===== config.mk =====
export PLATFORM = sky130hd
export DESIGN_NAME = encoder_step_timer
export DESIGN_NICKNAME = d
export VERILOG_FILES = /design/src/rtl/encoder_step_timer_pkg.sv /design/src/rtl/sample_skid1.sv /design/src/rtl/encoder_step_timer.sv
export SDC_FILE = /design/constraint.sdc
export NUM_CORES = 1
export LEC_CHECK = 0
export BUFFER_PORTS_ARGS = -buffer_cell sky130_fd_sc_hd__buf_2
export CAP_MARGIN = 20
export CORE_MARGIN = 5
export CORE_UTILIZATION = 55
export DETAILED_ROUTE_END_ITERATION = 12
export MAX_ROUTING_LAYER = met4
export PLACE_DENSITY = 0.76
export SYNTH_ARGS = -nofsm -noshare
export SYNTH_HDL_FRONTEND = slang
export SYNTH_SLANG_ARGS = --single-unit

===== constraint.sdc =====
create_clock -name clk -period 5.3 [get_ports clk]
set_input_delay 0.53 -clock clk [delete_from_list [all_inputs] [get_ports clk]]
set_output_delay 0.53 -clock clk [all_outputs]
set_load 0.005 [all_outputs]

===== src/rtl/encoder_step_timer_pkg.sv =====
// Shared types for the encoder step timer: FSM states, the period sample
// record and the default period width.
package encoder_step_timer_pkg;

  localparam int PERW_DEFAULT = 24;

  typedef enum logic [1:0] {
    IDLE,
    RUN,
    STALL
  } state_t;

  typedef struct packed {
    logic [PERW_DEFAULT-1:0] period;
    logic                    dir;
  } step_sample_t;

endpackage


===== src/rtl/sample_skid1.sv =====
// Generic one-entry valid/ready holding register. A sample offered while the
// entry is full and not being drained is discarded and flagged sticky.
module sample_skid1 #(
  parameter int W = 8
) (
  input  logic         clk,
  input  logic         rst_n,
  input  logic         load_valid,
  input  logic [W-1:0] load_data,
  input  logic         out_ready,
  output logic         out_valid,
  output logic [W-1:0] out_data,
  output logic         dropped
);

  logic can_load;

  // The entry accepts a new sample when it is empty or drains this cycle.
  assign can_load = !out_valid || out_ready;

  // NOTE: the data register is a single word, so it is reset along with
  // valid; a deep storage array would be left unreset instead.
  always_ff @(posedge clk or negedge rst_n) begin
    if (!rst_n) begin
      out_valid <= 1'b0;
      out_data  <= '0;
      dropped   <= 1'b0;
    end else if (load_valid) begin
      if (can_load) begin
        out_valid <= 1'b1;
        out_data  <= load_data;
      end else begin
        dropped <= 1'b1;
      end
    end else if (out_ready) begin
      out_valid <= 1'b0;
    end
  end

endmodule


===== src/rtl/encoder_step_timer.sv =====
// Times successive same-direction encoder steps, emits each period through a
// one-entry valid/ready buffer, and flags a stall when steps stop arriving.
module encoder_step_timer
  import encoder_step_timer_pkg::*;
#(
  parameter int              PERW    = PERW_DEFAULT,
  parameter logic [PERW-1:0] TIMEOUT = PERW'(5_000_000)
) (
  input  logic            clk,
  input  logic            reset,
  input  logic            trvl,
  input  logic            fwd_bck,
  output logic [PERW-1:0] period,
  output logic            period_dir,
  output logic            period_valid,
  input  logic            period_ready,
  output logic            stalled,
  output logic            dropped
);

  state_t          state;
  logic [PERW-1:0] cnt;
  logic            last_dir;
  logic            sample_valid;

  // A period closes only on a step in the same direction as the reference.
  assign sample_valid = (state == RUN) && trvl && (fwd_bck == last_dir);

  // NOTE: all state here updates with non-blocking assignments so every
  // register samples the pre-edge values of its neighbours.
  always_ff @(posedge clk or negedge reset) begin
    if (!reset) begin
      state    <= IDLE;
      cnt      <= '0;
      last_dir <= 1'b0;
      stalled  <= 1'b0;
    end else begin
      case (state)
        IDLE: begin
          if (trvl) begin
            cnt      <= PERW'(1);
            last_dir <= fwd_bck;
            state    <= RUN;
          end
        end
        RUN: begin
          // A step on the timeout cycle wins over declaring a stall.
          if (trvl) begin
            cnt      <= PERW'(1);
            last_dir <= fwd_bck;
          end else if (cnt == TIMEOUT) begin
            state   <= STALL;
            stalled <= 1'b1;
          end else begin
            cnt <= cnt + 1'b1;
          end
        end
        STALL: begin
          if (trvl) begin
            stalled  <= 1'b0;
            cnt      <= PERW'(1);
            last_dir <= fwd_bck;
            state    <= RUN;
          end
        end
        default: state <= IDLE;
      endcase
    end
  end

  logic [PERW:0] buf_data;

  sample_skid1 #(
    .W(PERW + 1)
  ) u_skid (
    .clk       (clk),
    .rst_n     (reset),
    .load_valid(sample_valid),
    .load_data ({fwd_bck, cnt}),
    .out_ready (period_ready),
    .out_valid (period_valid),
    .out_data  (buf_data),
    .dropped   (dropped)
  );

  assign {period_dir, period} = buf_data;

endmodule


# Word level (Yosys, flattened, before mapping)
# Cells that the tools add are included.
# Widths: inputs -> output; s select.
# word_totals
regBits,55
inputBits,5
out_inout_bits,28
wordCells,51
# op_classes
addsub,1
eq_ne,10
muxes,15
bitwise,1
reduce_logical,17
# op_table
operator,n
$mux 24,3
$pmux 24 s2,1
$add 24x1->24 const B,1
$eq 24x23->1 const B,1
$reduce_and 2->1,4
$mux 1,6
$mux 2,3
$ne 2x1->1 const B,3
$reduce_and 3->1,2
$reduce_bool 2->1,3
$ne 2x2->1 const B,2
$pmux 2 s2,1
$reduce_and 4->1,1
$ne 3x3->1 const B,1
$reduce_or 3->1,1
$eq 2x1->1 const B,1
$eq 2x2->1 const B,1
$logic_and 1x1->1,2
$logic_not 2->1,1
$pmux 1 s2,1
$reduce_or 2->1,1
$eq 1x1->1,1
$logic_not 1->1,1
$logic_or 1x1->1,1
$not 1->1,1

# Longest topological paths before layout
# logic_depth
word_depth,5
ltp_mapped,9
depth_no_buf,8

# Modules after synthesis
# A second synthesis with hierarchy kept.
# unflattened
hier_cells,250
hier_area_um2,2763.9
# by_module_without_submodules
mod,n_inst,cells_each,area_each_um2,seq_area_each_um2
encoder_step_timer,1,191,1651.6,700.7
sample_skid1,1,59,1112.3,675.6

# Least setup slack after synthesis
# Ideal clock, no wire load.
# synth_path
path_type,register -> register
from,register cnt[0]
to,register cnt[14]
setup_time_ns,0.121
arrival_ns,1.704
required_ns,5.179
slack_ns,3.475
stages_incl_launch_ff,10
n_path_buf,1
period_less_slack_ns,1.825
cell_sequence,dfrtp_1 -> inv_1 -> ha_1 -> nor4bb_1 -> nand4b_1 -> o21ai_2 -> inv_2 -> buf_2 -> a31oi_1 -> nor2_1
# synth_via
elab_chain_len,4
word_cells_on_any_way,7
cone_classes,add/sub: 1; eq/ne: 2; mux: 3; reduce/logical: 1
# synth_lines
item,line,text
start: declaration,encoder_step_timer.sv:22,logic [PERW-1:0] cnt;
start signal: assignment,encoder_step_timer.sv:55,cnt <= cnt + 1'b1;
$add 24x1->24,encoder_step_timer.sv:55,
$mux 24,encoder_step_timer.sv:51,end else if (cnt == TIMEOUT) begin
$mux 24,encoder_step_timer.sv:48,if (trvl) begin
$pmux 24 s2,encoder_step_timer.sv:38,case (state)
# Parallel ways exist; a longest one is shown, timed or not. The select of a mux whose other input is x is not followed.
# A chain may end at the register's enable or synchronous reset.

# Worst setup path in the final report
# layout_path
from,register cnt[0]
to,register cnt[6]
# Same word-level chain as after synthesis.

==> metrics.cfg <==
[synth]
yosys.area_share.simple_pct = 18.33
syn_area_mm2 = 0.002689
synthMuxAreaShare_pct = 11.63
synth_top_family_by_area = simple AND/OR/NAND/NOR gates
synth_top_cell_by_area = dfrtp_1
synth_cell_types = 52
yosysSeqAreaShare_pct = 51.19
yosys.area_share.xor_xnor_pct = 0.6515
synth_top_area_share_pct = 51.19
synth_warnings = 0
syn_area_per_cell_um2 = 11.16
yosys.area_share.adder_pct = 0.9307
synthArstFlopShare_pct = 100.0
synth-edff-count = 0
ys_ff_latch = 55
ys.flop_type = dfrtp_1
syn-num-nets = 248
synth_compound_area_share_pct = 12.84
netlist_top_cells_area = dfrtp_1, mux2_2, a21oi_1
synthCells = 241

[drt]
wl_per_cell_um = 15.93
drcViolationCount = 0
drtAntennaViolNets = 0
drt_iter0_markers = 186
wirelength_um = 5415
viasPerCell = 5.897
num_vias = 2005
drt-pass1-iter-count = 4

[worst_setup_path]
worst-path-buf-inv = 2
cp_max_fo = 24
critPathKind = reg2reg
critPathArrivalTime_ns = 3.02
start_kind = register
path_cells = inv_1 -> ha_1 -> nor4bb_1 -> nand4b_1 -> o21ai_2 -> inv_2 -> nand2_1 -> o41ai_1
crit_required_ns = 5.48
crit_slowest_cell = o21ai_2
startpoint = cnt[0]
cp_top_family = compound AO/OA/AOI/OAI gates
max_stage_delay_ns = 0.79
reg2reg_from = cnt[0]
r2r_cells = 8
end_kind = register
cp_num_cells = 8

[layout]
drive_gt1_share_pct = 29.67
final_cell_mix = dfrtp_1, buf_2, mux2_2
fin_nets = 279
final_util_pct = 63.95
final_cell_area_mm2 = 0.003020
layout_commonest_cell = dfrtp_1
antenna_cells = 0
area_growth_pct = 12.33

[job]
maxCapViolations = 0

[grt]
grt_max_degree = 56
first_global_vias = 1966
antenna_found_initial = 0
grt_pass1_wl_um = 9639
track_usage_pct = 19.64
overflow = 0

[clocking]
cts_resized = 0
clock_path_buffers = 2
cts_hold_buf = 0
cts-htree-levels = 2
worstSkewPairLatency_ns = 0.30
cts_buffers = 5
clockRootBuffer = clkbuf_8
cts_setup_buffers = 0
clkTransAtPathRegs_ns = 0.09
cts_tree = done
numClockSinks = 55

[timing]
fin_skew_ns = 0.004540
period_minus_slack_ns = 2.840
rsz0062_at_grt = no
setup_slack_ns = 2.460
slew_headroom_pct = 37.31
slew_viol_final = 0
tns_ns = 0
finalHoldViolations = 0
worstMarginPinSlew_ns = 0.9402
period_share_pct = 53.58
fmax_mhz = 352.2
setup_viol = 0

[floorplan]
start_util_pct = 56.93
die_x_um = 79.92
num_io_pins = 33
fp-row-count = 25
die_area_mm2 = 0.006387
core_mm2 = 0.004723
dieHeight_um = 79.92

[pwr]
powerDensity_mw_per_mm2 = 292.1
power.leakage_uw = 0.001486
ir_worst_vdd_mv = 0.2230

[placed_design]
pre_cts_slack_ns = 2.544
place_area_mm2 = 0.002888
gp_congestion = 0.8618
port-buffer-count = 32
dp_hpwl_um = 3671

[hold_path]
min_path_type = in2async

[outcome]
outcome = finished, final reports clean

metrics by stage:
step | hold slack, ns | std cells | power, uW
2_1_floorplan | 0.2344 | 241 | 527.9
3_3_place_gp | 0.4577 | 332 | 570.4
5_1_grt | 0.4118 | 340 | 924.8
3_5_place_dp | 0.4591 | 332 | 572.8
6_report | 0.3355 | 340 | 882.3
4_1_cts | 0.3675 | 340 | 891.2
flip-flops by register name, indices dropped and copies added, names as in the netlist:
signal	count
cnt	24
last_dir	1
stalled	1
state	2
u_skid.dropped	1
u_skid.out_data	25
u_skid.out_valid	1
layer usage:
metal | GRT usage (%) | vias up | wire, um
li1 | - | 947 | -
met1 | 26.41 | 987 | 2441
met2 | 31.04 | 64 | 2566
met3 | 2.822 | 7 | 332
met4 | 5.912 | 0 | 74
met5 | - | - | 0
path summary, 6_finish.rpt:
path,endpoint,slack (ns)
min in group clk,state[1],0.46
worst min-delay path,u_skid.out_data[7],0.34
worst max register to register,cnt[6],2.46
max in group asynchronous,u_skid.out_data[5],4.51
worst min register to register,u_skid.dropped,0.48
worst max-delay path,cnt[6],2.46
logic make-up (layout without fill, tap and decap cells):
family                   Yosys count  after routing
AND/OR/NAND/NOR                   78             78
flip-flops                        55             55
AO/OA/AOI/OAI                     52             52
multiplexers                      28             28
buffers and inverters             24             56
adder cells (fa/ha/maj)            2              2
XOR/XNOR                           2              2
cells in the mapped netlist, types with 4 or more instances:
| library cell | count |
|---|---|
| nand4_1 | 5 |
| o211a_1 | 5 |
| nand3_1 | 9 |
| nand2_1 | 15 |
| inv_1 | 12 |
| buf_2 | 5 |
| nor2_1 | 13 |
| and3_1 | 4 |
| a31oi_1 | 8 |
| nand4_2 | 4 |
| mux2_2 | 26 |
| dfrtp_1 | 55 |
| a21oi_1 | 12 |
| o21ai_1 | 8 |
final cells by class:
type                       instances  area [um^2]
inverter                          13        48.80
clock buffer                       6        72.57
tap                               67        83.83
sequential                        55         1376
fill                             382         1703
clock inverter                     2        60.06
multi-input combinational        162         1196
timing repair buffer              35        182.7
power breakdown:
group	internal [uW]	leakage, uW	switching [uW]	total [uW]
clock	189	0.0000654	131	320
sequential	446	0.000739	19.7	466
combinational	48.5	0.000682	47.6	96.1
Note: power is estimated with default switching activity, not from simulation.
